`src/rtl/io_pad_pwr_seq.sv`:
```
// IO ring pad power sequencer: walks pads out of retention once VDDQ and VDD are
// stable, steps input/output enables up and down, and falls back to retention on supply loss.
module io_pad_pwr_seq #(
  parameter int SYNC_STAGES = 2,
  parameter int SETTLE_CYC  = 64,
  parameter int STEP_CYC    = 8,
  parameter int TIMEOUT_CYC = 4096,
  parameter int CNT_W       = 13
) (
  input  logic       clk,
  input  logic       rst,
  input  logic       vddq_good_a,
  input  logic       vdd_good_a,
  input  logic       seq_start,
  input  logic       seq_stop,
  input  logic       fault_clr,
  output logic       pad_ret,
  output logic       pad_ie,
  output logic       pad_oe,
  output logic       seq_done,
  output logic       fault,
  output logic [3:0] state_o
);

  typedef enum logic [3:0] {
    ST_OFF    = 4'd0,
    ST_WAIT   = 4'd1,
    ST_SETTLE = 4'd2,
    ST_REL    = 4'd3,
    ST_IE     = 4'd4,
    ST_ON     = 4'd5,
    ST_PD_OE  = 4'd6,
    ST_PD_IE  = 4'd7,
    ST_FAULT  = 4'd8
  } state_e;

  localparam logic [CNT_W-1:0] CNT_ZERO   = {CNT_W{1'b0}};
  localparam logic [CNT_W-1:0] CNT_ONE    = {{(CNT_W-1){1'b0}}, 1'b1};
  localparam logic [CNT_W-1:0] TIMEOUT_LD = CNT_W'(TIMEOUT_CYC - 1);
  localparam logic [CNT_W-1:0] SETTLE_LD  = CNT_W'(SETTLE_CYC - 1);
  localparam logic [CNT_W-1:0] STEP_LD    = CNT_W'(STEP_CYC - 1);

  // Output vector order: {ret, ie, oe, done, fault}
  function automatic logic [4:0] decode_outputs(input state_e st);
    case (st)
      ST_OFF:    decode_outputs = 5'b10000;
      ST_WAIT:   decode_outputs = 5'b10000;
      ST_SETTLE: decode_outputs = 5'b10000;
      ST_REL:    decode_outputs = 5'b00000;
      ST_IE:     decode_outputs = 5'b01000;
      ST_ON:     decode_outputs = 5'b01110;
      ST_PD_OE:  decode_outputs = 5'b01000;
      ST_PD_IE:  decode_outputs = 5'b00000;
      ST_FAULT:  decode_outputs = 5'b10001;
      default:   decode_outputs = 5'b10000;
    endcase
  endfunction

  function automatic logic [CNT_W-1:0] dwell_load(input state_e st);
    case (st)
      ST_WAIT:   dwell_load = TIMEOUT_LD;
      ST_SETTLE: dwell_load = SETTLE_LD;
      ST_REL:    dwell_load = STEP_LD;
      ST_IE:     dwell_load = STEP_LD;
      ST_PD_OE:  dwell_load = STEP_LD;
      ST_PD_IE:  dwell_load = STEP_LD;
      default:   dwell_load = CNT_ZERO;
    endcase
  endfunction

  logic [SYNC_STAGES-1:0] vddq_sync_q;
  logic [SYNC_STAGES-1:0] vdd_sync_q;
  logic                   sup_ok;
  state_e                 state_q, state_d;
  logic [CNT_W-1:0]       cnt_q, cnt_d;
  logic [4:0]             out_q, out_d;
  logic                   cnt_zero;

  // Synchronisers carry no reset so supply status is valid straight out of reset
  always_ff @(posedge clk) begin
    vddq_sync_q <= {vddq_sync_q[SYNC_STAGES-2:0], vddq_good_a};
    vdd_sync_q  <= {vdd_sync_q[SYNC_STAGES-2:0], vdd_good_a};
  end

  assign sup_ok   = vddq_sync_q[SYNC_STAGES-1] & vdd_sync_q[SYNC_STAGES-1];
  assign cnt_zero = (cnt_q == CNT_ZERO);

  // Next-state: supply loss outranks stop and dwell expiry once retention is released
  always_comb begin
    state_d = state_q;
    case (state_q)
      ST_OFF: begin
        if (seq_start) state_d = ST_WAIT;
        else           state_d = ST_OFF;
      end
      ST_WAIT: begin
        if (seq_stop)      state_d = ST_OFF;
        else if (sup_ok)   state_d = ST_SETTLE;
        else if (cnt_zero) state_d = ST_FAULT;
        else               state_d = ST_WAIT;
      end
      ST_SETTLE: begin
        if (seq_stop)      state_d = ST_OFF;
        else if (!sup_ok)  state_d = ST_WAIT;
        else if (cnt_zero) state_d = ST_REL;
        else               state_d = ST_SETTLE;
      end
      ST_REL: begin
        if (!sup_ok)       state_d = ST_FAULT;
        else if (cnt_zero) state_d = ST_IE;
        else               state_d = ST_REL;
      end
      ST_IE: begin
        if (!sup_ok)       state_d = ST_FAULT;
        else if (cnt_zero) state_d = ST_ON;
        else               state_d = ST_IE;
      end
      ST_ON: begin
        if (!sup_ok)       state_d = ST_FAULT;
        else if (seq_stop) state_d = ST_PD_OE;
        else               state_d = ST_ON;
      end
      ST_PD_OE: begin
        if (!sup_ok)       state_d = ST_FAULT;
        else if (cnt_zero) state_d = ST_PD_IE;
        else               state_d = ST_PD_OE;
      end
      ST_PD_IE: begin
        if (!sup_ok)       state_d = ST_FAULT;
        else if (cnt_zero) state_d = ST_OFF;
        else               state_d = ST_PD_IE;
      end
      ST_FAULT: begin
        if (fault_clr) state_d = ST_OFF;
        else           state_d = ST_FAULT;
      end
      default: state_d = ST_OFF;
    endcase
  end

  // Dwell counter reloads on every state entry, so SETTLE->WAIT restarts the timeout
  always_comb begin
    cnt_d = cnt_q;
    if (state_d != state_q) begin
      cnt_d = dwell_load(state_d);
    end else if (!cnt_zero) begin
      cnt_d = cnt_q - CNT_ONE;
    end else begin
      cnt_d = cnt_q;
    end
    out_d = decode_outputs(state_d);
  end

  // State, counter and decoded pad controls all update on the same edge
  always_ff @(posedge clk) begin
    if (rst) begin
      state_q <= ST_OFF;
      cnt_q   <= CNT_ZERO;
      out_q   <= 5'b10000;
    end else begin
      state_q <= state_d;
      cnt_q   <= cnt_d;
      out_q   <= out_d;
    end
  end

  assign pad_ret  = out_q[4];
  assign pad_ie   = out_q[3];
  assign pad_oe   = out_q[2];
  assign seq_done = out_q[1];
  assign fault    = out_q[0];
  assign state_o  = state_q;

endmodule

```
`config.mk`:
```
export PLATFORM = sky130hd
export DESIGN_NAME = io_pad_pwr_seq
export DESIGN_NICKNAME = d
export VERILOG_FILES = /design/src/rtl/io_pad_pwr_seq.sv
export SDC_FILE = /design/constraint.sdc
export NUM_CORES = 1
export LEC_CHECK = 0
export BUFFER_PORTS_ARGS = -buffer_cell sky130_fd_sc_hd__buf_2
export CORE_MARGIN = 8
export CORE_UTILIZATION = 44
export CTS_BUF_LIST = sky130_fd_sc_hd__clkbuf_2
export DETAILED_ROUTE_END_ITERATION = 10
export PLACE_DENSITY = 0.63
export SYNTH_ARGS = -nofsm -noshare
export SYNTH_HDL_FRONTEND = slang
export SYNTH_SLANG_ARGS = --single-unit
export TNS_END_PERCENT = 50
```
`constraint.sdc`:
```
create_clock -name clk -period 3.6 [get_ports clk]
set_clock_uncertainty 0.05 [all_clocks]
set_input_delay 0.36 -clock clk [delete_from_list [all_inputs] [get_ports clk]]
set_output_delay 0.36 -clock clk [all_outputs]
set_load 0.05 [all_outputs]
```
## Word level (Yosys, flattened, before mapping)

Memories as Yosys holds them, arrays and structs flattened. A register that Yosys moved wholly into a read port is not among the register bits.
Cells that the tools add are included.

| storage, ports and cells | value |
|---|---|
| register bits | 21 |
| output and inout bits | 9 |
| input port bits | 7 |
| bits in read-only memories | 80 |
| memories kept | 1 |
| word-level logic and storage cells | 48 |

Memory list:

| memory | depth | width | read ports | clocked after memory_dff | write ports | line | text |
|---|---|---|---|---|---|---|---|
| (name not given) | 16 | 5 | 1 | 1 | 0 | 45 | `case (st)` |

| cells by class | value |
|---|---|
| bitwise logic cells | 1 |
| reduce and logical (&&, ||, !) cells | 3 |
| add/subtract/negate cells | 1 |
| mux-type cells | 22 |
| eq/ne operators | 16 |

Operators by type and width:

| operator | number |
|---|---|
| 4-bit 2-to-1 mux | 9 |
| 12-bit case mux with 3 select lines | 1 |
| 4-bit case mux with 9 select lines | 1 |
| 4-bit by 3-bit equality test with 1-bit output (second input constant) | 7 |
| 13-bit 2-to-1 mux | 2 |
| 4-bit by 2-bit equality test with 1-bit output (second input constant) | 4 |
| 13-bit zero test | 1 |
| 13-bit by 1-bit subtractor with 13-bit output (second input constant) | 1 |
| 4-bit by 1-bit equality test with 1-bit output (second input constant) | 2 |
| 2-bit 2-to-1 mux | 3 |
| 3-bit 2-to-1 mux | 2 |
| 4-bit equality test (second input constant) | 1 |
| 4-bit zero test | 1 |
| 1-bit 2-to-1 mux | 4 |
| 4-bit != test | 1 |
| 4-bit OR reduction | 1 |
| 2-bit by 1-bit != test with 1-bit output (second input constant) | 1 |
| 1-bit bitwise AND | 1 |

## Logic depth before layout (Yosys ltp)

Gate-level depths: netlist of run 1.

| logic depth | value |
|---|---|
| depth in word-level cells | 9 |
| depth in mapped cells | 10 |

## Worst setup path before layout of run 1

No wires, ideal clock.

| timing path | value |
|---|---|
| path kind | register to register |
| start | register state_q[0] (netlist: state_o[0]) |
| end | register cnt_q[10] |
| library setup time | 0.071 ns |
| path slack | 0.836 ns |
| arrival time | 2.643 ns |
| cell stages (with the launch flop) | 10 |
| required time | 3.479 ns |
| period minus slack after synthesis | 2.764 ns |
| path through | dfxtp_1 buf_6 and2b_1 or4b_1 o21ai_1 o22ai_4 mux2_4 or3_4 buf_6 o21ai_1 |

| between the ends | value |
|---|---|
| cells in the longest elaborated chain, start to end | 6 |

RTL lines:

| item | line | text |
|---|---|---|
| start: declaration | 74 | `state_e state_q, state_d;` |
| start signal: assignment | 161 | `state_q <= state_d;` |
| 4-bit equality test (tied with other cells) | 91 | `case (state_q)` |
| 4-bit case mux with 9 select lines | 91 |  |
| 4-bit by 3-bit equality test with 1-bit output / 4-bit by 2-bit equality test with 1-bit output (equally long branches) | 60 | `case (st)` |
| 4-bit OR reduction (no source line) | -- |  |
| 12-bit case mux with 3 select lines | 60 |  |
| 13-bit 2-to-1 mux | 144 | `if (state_d != state_q) begin` |
| end signal: assignment | 162 | `cnt_q <= cnt_d;` |
| end: declaration | 75 | `logic [CNT_W-1:0] cnt_q, cnt_d;` |

Parallel ways exist; a longest one is shown, timed or not.
A chain may end at the register's enable or synchronous reset.

## Worst setup path in the final report of run 1

| timing path | value |
|---|---|
| start | register cnt_q[0] |
| end | register cnt_q[3] |

| between the ends | value |
|---|---|
| cells in the longest elaborated chain, start to end | 9 |

RTL lines:

| item | line | text |
|---|---|---|
| 13-bit zero test | 86 | `assign cnt_zero = (cnt_q == CNT_ZERO);` |
| 1-bit 2-to-1 mux / 4-bit 2-to-1 mux (equally long branches) | -- |  |
| 2-bit 2-to-1 mux / 4-bit 2-to-1 mux (equally long branches) | 104, 98 |  |
| 2-bit 2-to-1 mux / 4-bit 2-to-1 mux (equally long branches) | 103, 97 |  |
| 4-bit case mux with 9 select lines | 91 |  |
| 4-bit by 3-bit equality test with 1-bit output / 4-bit by 2-bit equality test with 1-bit output (equally long branches) | 60 |  |
| 4-bit OR reduction (no source line) | -- |  |
| 12-bit case mux with 3 select lines | 60 |  |
| 13-bit 2-to-1 mux | 144 |  |

Parallel ways exist; a longest one is shown, timed or not. The select of a mux whose other input is x is not followed.

==> results of run 1 <==
[sequential cells by signal, summed over array words and instances, names as in the netlist]
register     cells
state_o          4
vddq_sync_q      2
out_q            4
vdd_sync_q       2
cnt_q           13
[worst min-delay path by stage]
stage | slack, ns | endpoint | from | cells past startpoint
after floorplan | 0.26 | vdd_sync_q[1]$_DFF_P_ | vdd_sync_q[0]$_DFF_P_ | 0
after global placement | 0.26 | vddq_sync_q[1]$_DFF_P_ | vddq_sync_q[0]$_DFF_P_ | 0
after detailed placement | 0.26 | vdd_sync_q[1]$_DFF_P_ | vdd_sync_q[0]$_DFF_P_ | 0
after CTS | 0.03 | vddq_sync_q[0]$_DFF_P_ | vddq_good_a | 1
after global routing | 0.22 | cnt_q[0]$_SDFFE_PP0P_ | rst | 2
final | 0.23 | out_q[0]$_SDFF_PP0_ | rst | 2
[metrics by stage]
step	hold slack, ns	total power, mW	worst slack [ns]	utilization	cells
after global routing	0.218	1.13	0.652	0.507	188
final	0.225	1.04	0.845	0.507	188
after floorplan	0.260	0.851	0.836	-	143
after detailed placement	0.263	0.941	0.881	0.492	182
after CTS	0.0333	1.05	0.827	0.499	186
after global placement	0.263	0.928	0.970	0.492	182
[cells by family (layout without fill, tap and decap cells)]
group           count (synthesis)  count (layout)
flops                          25              25
mux                             1               1
xor+xnor                       13              13
fa+ha+maj                       2               2
compound gates                 35              35
buf+inv                        12              26
simple gates                   55              55
[placed cells by master (no fill, tap or decap), types with 3 or more instances in the layout]
cell type  Yosys  layout
xnor2_1        7       7
nand2_1        6       6
nand4_1        3       3
dfxtp_1       25      25
buf_2          1      15
xor2_1         6       6
nand2b_1       4       4
o21ai_0        4       4
clkbuf_2       0       4
nor3_1         6       6
inv_1          5       5
a21oi_1        7       7
o21ai_1        8       8
nand3_1        5       5
nor4_1         3       3
nor2_1        13      13
[critical path, cell delays in order, from the launching register on]
cell,delay (ns)
dfxtp_1,0.38
inv_1,0.11
ha_1,0.15
nor4b_2,0.40
and3_1,0.31
o21ai_1,0.13
o22ai_4,0.25
mux2_4,0.36
or3_4,0.40
o21ai_0,0.17
[per-layer routing]
metal / up-vias / global-route usage / routed length, µm
met5: - / 0 / 0
met4: 0 / 0.0491 / 46
met3: 6 / 0.0169 / 53
met2: 19 / 0.180 / 1250
met1: 490 / 0.132 / 1240
li1: 543 / - / -
[area by class of cell]
cell class | instances | share of cell area
Clock buffer | 4 | 0.0142
Multi-Input combinational cell | 106 | 0.522
Sequential cell | 25 | 0.355
Inverter | 5 | 0.0133
Timing Repair Buffer | 17 | 0.0675
Tap cell | 31 | 0.0275
[repair_timing]
action                                 4_1_cts  5_1_grt
endpoints found under the hold margin        0        2
hold buffers                                 0        2
setup buffers                                0        0
[power by group]
group	switching [mW]	internal (mW)	leakage, nW
logic	0.273	0.222	0.342
clock network	0.0786	0.0294	0.0166
registers	0.0951	0.346	0.206
total	0.446	0.597	0.565
==> impl_metrics.env, run 1 <==
export IMPL_synth_area_mux_share=0.0115
export IMPL_grt_pass1_wl_um=4570
export IMPL_synthSimpleGateAreaFrac=0.262
export IMPL_synth_ff_type="dfxtp_1"
export IMPL_fin_crit_sh=0.765
export IMPL_cp_arrival_ns=2.99
export IMPL_endpoint="cnt_q[3]$_SDFFE_PP0P_"
export IMPL_critPathKind="reg2reg"
export IMPL_synth_top_area_frac=0.385
export IMPL_r2r_slack_ns=0.85
export IMPL_first_iter_violations=45
export IMPL_ys_seq_area_frac=0.385
export IMPL_io_buffers=15
export IMPL_yosysTopAreaCell="dfxtp_1"
export IMPL_ctsResizeCount=0
export IMPL_r2r_start="cnt_q[0]$_SDFFE_PP0P_"
export IMPL_dr_pass1_iters=4
export IMPL_grt_overflow=0
export IMPL_yosysMostFrequentCell="dfxtp_1"
export IMPL_setup_viol=0
export IMPL_vdd_ir_drop_worst_mv=0.469
export IMPL_fill_cells=294
export IMPL_die_width_um=70.4
export IMPL_layout_drive_gt1_share=0.172
export IMPL_worstSkewPairLatency_ns=0.33
export IMPL_design_area_um2=1410
export IMPL_powerDensity_nw_per_um2=740
export IMPL_ioPinCount=16
export IMPL_ys_types=44
export IMPL_cts_tree="yes"
export IMPL_synth_warnings=0
export IMPL_routed_wl_um=2590
export IMPL_dieHeight_um=70.4
export IMPL_cp_required_ns=3.84
export IMPL_setup_tns_ns=0
export IMPL_start_util=0.468
export IMPL_maxSlewHeadroom=0.599
export IMPL_synth_xor_area_share=0.0875
export IMPL_synth_nets=152
export IMPL_critPathLaunchType="flop"
export IMPL_synth_edf_count=0
export IMPL_syn_instance_count=143
export IMPL_multi_input_area_um2=736
export IMPL_rsz0062_at_grt="no"
export IMPL_cp_startpoint="cnt_q[0]$_SDFFE_PP0P_"
export IMPL_clkTransAtPathRegs_ns=0.22
export IMPL_placed_area_um2=1370
export IMPL_end_kind="flop"
export IMPL_async_flop_share=0
export IMPL_num_rows=19
export IMPL_syn_area_um2=1300
export IMPL_grt_max_degree=15
export IMPL_outcome="finished clean"
export IMPL_cp_max_fo=11
export IMPL_p_leak_nw=0.565
export IMPL_grtUsageTotal=0.108
export IMPL_synthTopCellsByCount="dfxtp_1 (25), nor2_1 (13), o21ai_1 (8)"
export IMPL_dieArea_um2=4950
export IMPL_dr_total_vias=1058
export IMPL_fmax_ghz=0.363
export IMPL_finalHoldViolations=0
export IMPL_finalWorstPathRequiredPeriod_ns=2.75
export IMPL_htreeDepth=1
export IMPL_clock_sinks=25
export IMPL_cap_violations=0
export IMPL_r2r_end="cnt_q[3]$_SDFFE_PP0P_"
export IMPL_place_gp_congestion=0.810
export IMPL_areaGrowthSynthToFinish_pct=8.27
export IMPL_rr_worst_depth=9
export IMPL_synth_area_leaders="dfxtp_1 (38%), xnor2_1 (4.7%), xor2_1 (4.0%)"
export IMPL_ff_latch_area_um2=500
export IMPL_clockBufferDepth=2
export IMPL_synthAdderAreaFrac=0.0192
export IMPL_avgSynthCellArea_um2=9.10
export IMPL_synth_top_family_by_area="simple AND/OR/NAND/NOR gates"
export IMPL_ant_nets=0
export IMPL_numCtsBuffers=3
export IMPL_synth_compound_area_share=0.185
export IMPL_drc=0
export IMPL_slew_violations=0
export IMPL_max_slew_worst_pin_slew_ns=0.596
export IMPL_grt_pass1_vias=1046
export IMPL_n_antenna_cell=0
export IMPL_hpwl_um=2030
export IMPL_core_area_um2=2780
export IMPL_root_buffer="clkbuf_2"
export IMPL_min_path_type="in2reg"
export IMPL_wl_per_cell_um=13.8
export IMPL_ys_ff_latch=25
export IMPL_final_nets=167
export IMPL_vias_per_cell=5.63
export IMPL_antenna_found_initial=0
Power figures use the tool's default switching activity.
==> inputs of run 2 (changes only) <==
--- a/config.mk
+++ b/config.mk
@@ -10,7 +10,7 @@
 export CORE_UTILIZATION = 44
 export CTS_BUF_LIST = sky130_fd_sc_hd__clkbuf_2
 export DETAILED_ROUTE_END_ITERATION = 10
-export PLACE_DENSITY = 0.63
+export PLACE_DENSITY = 0.66
 export SYNTH_ARGS = -nofsm -noshare
 export SYNTH_HDL_FRONTEND = slang
 export SYNTH_SLANG_ARGS = --single-unit
==> constraint.sdc (replaced) <==
create_clock -name clk -period 2.5 [get_ports clk]
set_clock_uncertainty 0.05 [all_clocks]
set_input_delay 0.25 -clock clk [delete_from_list [all_inputs] [get_ports clk]]
set_output_delay 0.25 -clock clk [all_outputs]
set_load 0.05 [all_outputs]
==> run 2 against run 1 <==
Net effect:
- combinational power grew 80%
- non-clock buffer count grew 15
- final area grew 12%
- critical path depth shrank 2
- via count grew 7.0%
- global-route usage grew 0.12 points
- flip-flop and latch count is the same
- die area is the same
- utilization grew 5.9 points
- cell count grew 8.5%
- clock power grew 44%
- routed wire length grew 7.8%
- largest cell class unchanged
==> impl_metrics.env, run 2 (synthesis gave the netlist of run 1 again) <==
export IMPL_dieHeight_um=70.4
export IMPL_hpwl_um=2120
export IMPL_place_gp_congestion=0.848
export IMPL_top_register="cnt_q"
export IMPL_cts_tree="yes"
export IMPL_mostFrequentLayoutCell="dfxtp_1"
export IMPL_routed_wl_um=2790
export IMPL_grt_pass1_wl_um=4710
export IMPL_first_iter_violations=44
export IMPL_htreeDepth=1
export IMPL_num_rows=19
export IMPL_max_stage_delay_ns=0.48
export IMPL_largest_register_ffs=13
export IMPL_ioPinCount=16
export IMPL_critPathLaunchType="flop"
export IMPL_root_buffer="clkbuf_2"
export IMPL_critPathBufInv=0
export IMPL_fmax_ghz=0.421
export IMPL_final_nets=183
export IMPL_grt_pass1_vias=1087
export IMPL_design_area_um2=1570
export IMPL_crit_path_cell_trace="nor4_4 -> and3_4 -> o21ai_2 -> o22ai_4 -> mux2_4 -> or3_4 -> o21ai_2"
export IMPL_clkTransAtPathRegs_ns=0.24
export IMPL_placed_area_um2=1470
export IMPL_vias_per_cell=5.55
export IMPL_finalHoldViolations=0
export IMPL_start_util=0.468
export IMPL_cp_max_fo=7
export IMPL_grtUsageTotal=0.109
export IMPL_fin_crit_sh=0.951
export IMPL_outcome="finished clean"
export IMPL_dr_pass1_iters=7
export IMPL_grt_max_degree=16
export IMPL_clock_sinks=25
export IMPL_cp_required_ns=2.74
export IMPL_die_width_um=70.4
export IMPL_areaGrowthSynthToFinish_pct=20.9
export IMPL_power_mw=1.69
export IMPL_maxSlewHeadroom=0.710
export IMPL_crit_family="simple AND/OR/NAND/NOR gates"
export IMPL_cap_violations=0
export IMPL_drc=0
export IMPL_core_area_um2=2780
export IMPL_critPathSlowestCell="nor4_4"
export IMPL_max_slew_worst_pin_slew_ns=0.432
export IMPL_slew_violations=0
export IMPL_min_path_type="in2reg"
export IMPL_dieArea_um2=4950
export IMPL_ant_nets=0
export IMPL_vdd_ir_drop_worst_mv=0.717
export IMPL_end_kind="flop"
export IMPL_grt_overflow=0
export IMPL_wl_per_cell_um=13.7
export IMPL_dr_total_vias=1132
export IMPL_powerDensity_nw_per_um2=1070
export IMPL_n_antenna_cell=0
export IMPL_path_common_cell="o21ai_2"
export IMPL_cp_arrival_ns=2.61
export IMPL_numCtsBuffers=3
export IMPL_setup_viol=0
export IMPL_antenna_found_initial=0
export IMPL_critPathKind="reg2reg"
export IMPL_worstSkewPairLatency_ns=0.34
export IMPL_clockBufferDepth=2
export IMPL_io_buffers=15
export IMPL_final_cell_mix="dfxtp_1 (19), buf_2 (15), buf_4 (15)"
export IMPL_layout_drive_gt1_share=0.324
export IMPL_p_leak_nw=0.648
export IMPL_finalWorstPathRequiredPeriod_ns=2.38
==> run 2: cell count changes in the layout (fill, tap and decap cells not counted), sizes merged <==
cell | previous run | this run
clkinvlp | 0 | 1
clkbuf | 4 | 3
or3 | 3 | 4
buf | 15 | 30
==> run 2: routing by layer <==
metal | global-route usage | wire [µm]
met2 | 0.182 | 1310
met1 | 0.137 | 1340
met3 | 0.0198 | 101
met5 | 0 | 0
met4 | 0.0357 | 42
==> run 2: area by class of cell <==
cell class	instances	area [µm²]
flip-flops and latches	25	510
multi-input cells	107	774
inverters	5	18.8
clock inverters	1	7.51
well taps	31	38.8
fillers	270	1210
repair buffers	32	208
clock buffers	3	15.0
==> run 2: through the flow <==
stage / setup slack, ns / instances / TNS [ns] / utilization / hold slack (ns)
2_1_floorplan: 0.00414 / 143 / 0 / - / 0.228
3_3_place_gp: 0.150 / 195 / 0 / 0.530 / 0.263
3_5_place_dp: 0.0740 / 195 / 0 / 0.530 / 0.265
4_1_cts: 0.0128 / 201 / 0 / 0.545 / 0.0678
5_1_grt: -0.00333 / 204 / -0.00517 / 0.565 / 0.0846
6_report: 0.123 / 204 / 0 / 0.565 / 0.104
==> run 2: worst paths after layout <==
| check | start | end | cells past startpoint | slack [ns] |
|---|---|---|---|---|
| setup / recovery | cnt_q[8]$_SDFFE_PP0P_ | cnt_q[10]$_SDFFE_PP0P_ | 7 | 0.12 |
| hold / removal | rst | state_o[3]$_SDFF_PP0_ | 2 | 0.10 |
| setup reg to reg | cnt_q[8]$_SDFFE_PP0P_ | cnt_q[10]$_SDFFE_PP0P_ | 7 | 0.12 |
| hold reg to reg | vdd_sync_q[0]$_DFF_P_ | vdd_sync_q[1]$_DFF_P_ | 0 | 0.30 |
==> run 2: power by group <==
group          switching, mW  total, mW  internal (mW)
clock network          0.118      0.155         0.0372
logic                  0.437      0.887          0.450
registers              0.143      0.645          0.502
total                  0.698       1.69          0.989
==> run 2: timing repair <==
item	in CTS	in global routing
hold buffers	2	0
setup endpoints to repair	0	13
gates resized for setup	0	12
setup buffers	0	2
endpoints found under the hold margin	2	0
==> inputs of run 3 (changes only) <==
--- a/config.mk
+++ b/config.mk
@@ -7,10 +7,10 @@
 export LEC_CHECK = 0
 export BUFFER_PORTS_ARGS = -buffer_cell sky130_fd_sc_hd__buf_2
 export CORE_MARGIN = 8
-export CORE_UTILIZATION = 44
+export CORE_UTILIZATION = 53
 export CTS_BUF_LIST = sky130_fd_sc_hd__clkbuf_2
 export DETAILED_ROUTE_END_ITERATION = 10
-export PLACE_DENSITY = 0.66
+export PLACE_DENSITY = 0.77
 export SYNTH_ARGS = -nofsm -noshare
 export SYNTH_HDL_FRONTEND = slang
 export SYNTH_SLANG_ARGS = --single-unit
==> constraint.sdc (replaced) <==
create_clock -name clk -period 2.5 [get_ports clk]
set_clock_uncertainty 0.05 [all_clocks]
set_input_delay 0 -clock clk [delete_from_list [all_inputs] [get_ports clk]]
set_output_delay 0 -clock clk [all_outputs]
set_load 0.05 [all_outputs]
==> run 3 against run 2 <==
Net effect:
- combinational power is 9.9% higher
- sequential power is 0.8% higher
- critical path depth stayed put
- utilization is 10 points higher
- largest power group unchanged
- global-route usage is 3.1 points higher
- clock-buffer cell count is 1 higher
- sequential share of layout area is 0.85 points lower
- fmax is 2.1% lower
- worst hold slack better by 0.12 ns
- cell count is 2.0% higher
- highest routed layer unchanged
- routed wire length is 8.1% higher
==> impl_metrics.env, run 3 (synthesis gave the netlist of run 1 again) <==
export IMPL_grt_overflow=0
export IMPL_first_iter_violations=37
export IMPL_p_clk_frac=0.086
export IMPL_max_slew_worst_pin_slew_ns=0.390
export IMPL_fill_cells=210
export IMPL_grt_max_degree=14
export IMPL_clock_sinks=25
export IMPL_seqPwrFrac=0.366
export IMPL_place_worst_setup_slack_ns=-0.0771
export IMPL_numCtsBuffers=3
export IMPL_finalWorstPathRequiredPeriod_ns=2.43
export IMPL_num_rows=18
export IMPL_root_buffer="clkbuf_2"
export IMPL_dr_pass1_iters=4
export IMPL_crit_path_cell_trace="or4b_1 -> a41o_1 -> o31ai_2 -> o22ai_4 -> mux2_4 -> or3_4 -> o21ai_2"
export IMPL_netSwitchingFraction=0.417
export IMPL_final_cell_mix="dfxtp_1 (19), buf_4 (18), buf_2 (15)"
export IMPL_grtUsageTotal=0.140
export IMPL_outcome="finished clean"
export IMPL_critPathSlowestCell="or4b_1"
export IMPL_powerDensity_nw_per_um2=1100
export IMPL_areaGrowthSynthToFinish_pct=24.1
export IMPL_crit_family="simple AND/OR/NAND/NOR gates"
export IMPL_fin_ws_ns=0.0723
export IMPL_top_register="cnt_q"
export IMPL_cp_required_ns=2.73
export IMPL_p_int_mw=1.04
export IMPL_layout_drive_gt1_share=0.337
export IMPL_slew_violations=0
export IMPL_finalHoldViolations=0
export IMPL_hpwl_um=2180
export IMPL_dieArea_um2=4300
export IMPL_p_sw_uw=740
export IMPL_htreeDepth=1
export IMPL_fmax_ghz=0.412
export IMPL_setup_viol=0
export IMPL_cp_arrival_ns=2.65
export IMPL_grt_pass1_vias=1142
export IMPL_p_leak_nw=0.683
export IMPL_vdd_ir_drop_worst_mv=0.674
export IMPL_io_buffers=15
export IMPL_largest_register_ffs=13
export IMPL_die_width_um=65.6
export IMPL_place_gp_congestion=0.880
export IMPL_critPathBufInv=0
export IMPL_drc=0
export IMPL_start_util=0.540
export IMPL_max_stage_delay_ns=0.53
export IMPL_cts_tree="yes"
export IMPL_vias_per_cell=5.64
export IMPL_dieHeight_um=65.6
export IMPL_critPathKind="reg2reg"
export IMPL_core_area_um2=2410
export IMPL_dr_total_vias=1174
export IMPL_grt_pass1_wl_um=4970
export IMPL_ioPinCount=16
export IMPL_min_path_type="in2reg"
export IMPL_end_kind="flop"
export IMPL_wl_per_cell_um=14.5
export IMPL_critPathLaunchType="flop"
export IMPL_ant_nets=0
export IMPL_fin_crit_sh=0.971
export IMPL_n_antenna_cell=0
export IMPL_final_nets=188
export IMPL_mostFrequentLayoutCell="dfxtp_1"
export IMPL_setup_tns_ns=0
export IMPL_cp_max_fo=8
export IMPL_worstSkewPairLatency_ns=0.33
export IMPL_clockBufferDepth=2
export IMPL_clkTransAtPathRegs_ns=0.22
export IMPL_combPwrFrac=0.549
export IMPL_power_mw=1.78
export IMPL_routed_wl_um=3020
export IMPL_maxSlewHeadroom=0.738
export IMPL_cap_violations=0
export IMPL_antenna_found_initial=0
-- run 3: power groups by stage --
stage          logic (mW)  clock network, mW  registers [mW]
2_1_floorplan       0.597                  0           0.631
3_3_place_gp        0.723                  0           0.638
3_5_place_dp        0.757                  0           0.647
4_1_cts             0.802              0.159           0.644
5_1_grt              1.07              0.172           0.664
6_report            0.975              0.153           0.650
-- run 3: metal layers --
| layer | vias up | GRT usage | routed length (µm) |
|---|---|---|---|
| met5 | - | 0 | 0 |
| met3 | 4 | 0.0221 | 55 |
| met1 | 564 | 0.161 | 1420 |
| met2 | 16 | 0.253 | 1510 |
| li1 | 590 | - | - |
| met4 | 0 | 0.0545 | 34 |
-- run 3: timing repair --
item | in CTS | in global routing
pin swaps | 0 | 8
hold buffers | 4 | 0
setup endpoints to repair | 11 | 13
setup buffers | 1 | 8
gates resized for setup | 1 | 13
endpoints found under the hold margin | 8 | 0
gates cloned | 0 | 1
-- run 3: area by class of cell --
class | instances | area (µm²) | area share
repair buffers | 37 | 250 | 0.155
inverters | 5 | 18.8 | 0.0116
well taps | 30 | 37.5 | 0.0232
multi-input cells | 107 | 778 | 0.482
clock buffers | 4 | 20.0 | 0.0124
flip-flops and latches | 25 | 510 | 0.316
-- run 3: path summary, 6_finish.rpt --
check	from	end	depth (start not counted)	slack, ns
worst min register to register	vdd_sync_q[0]$_DFF_P_	vdd_sync_q[1]$_DFF_P_	0	0.30
worst max-delay path	state_o[0]$_SDFF_PP0_	cnt_q[3]$_SDFFE_PP0P_	7	0.07
worst max register to register	state_o[0]$_SDFF_PP0_	cnt_q[3]$_SDFFE_PP0P_	7	0.07
worst min-delay path	vdd_good_a	vdd_sync_q[0]$_DFF_P_	2	0.22
-- run 3: through the flow --
step / cells / utilization / instance area [µm²] / hold slack (ns)
after CTS: 199 / 0.630 / 1520 / 0.218
after detailed placement: 190 / 0.599 / 1440 / 0.0541
after global placement: 190 / 0.599 / 1440 / 0.0543
after global routing: 208 / 0.670 / 1620 / 0.203
after floorplan: 143 / - / 1310 / -0.0223
final: 208 / 0.670 / 1620 / 0.224
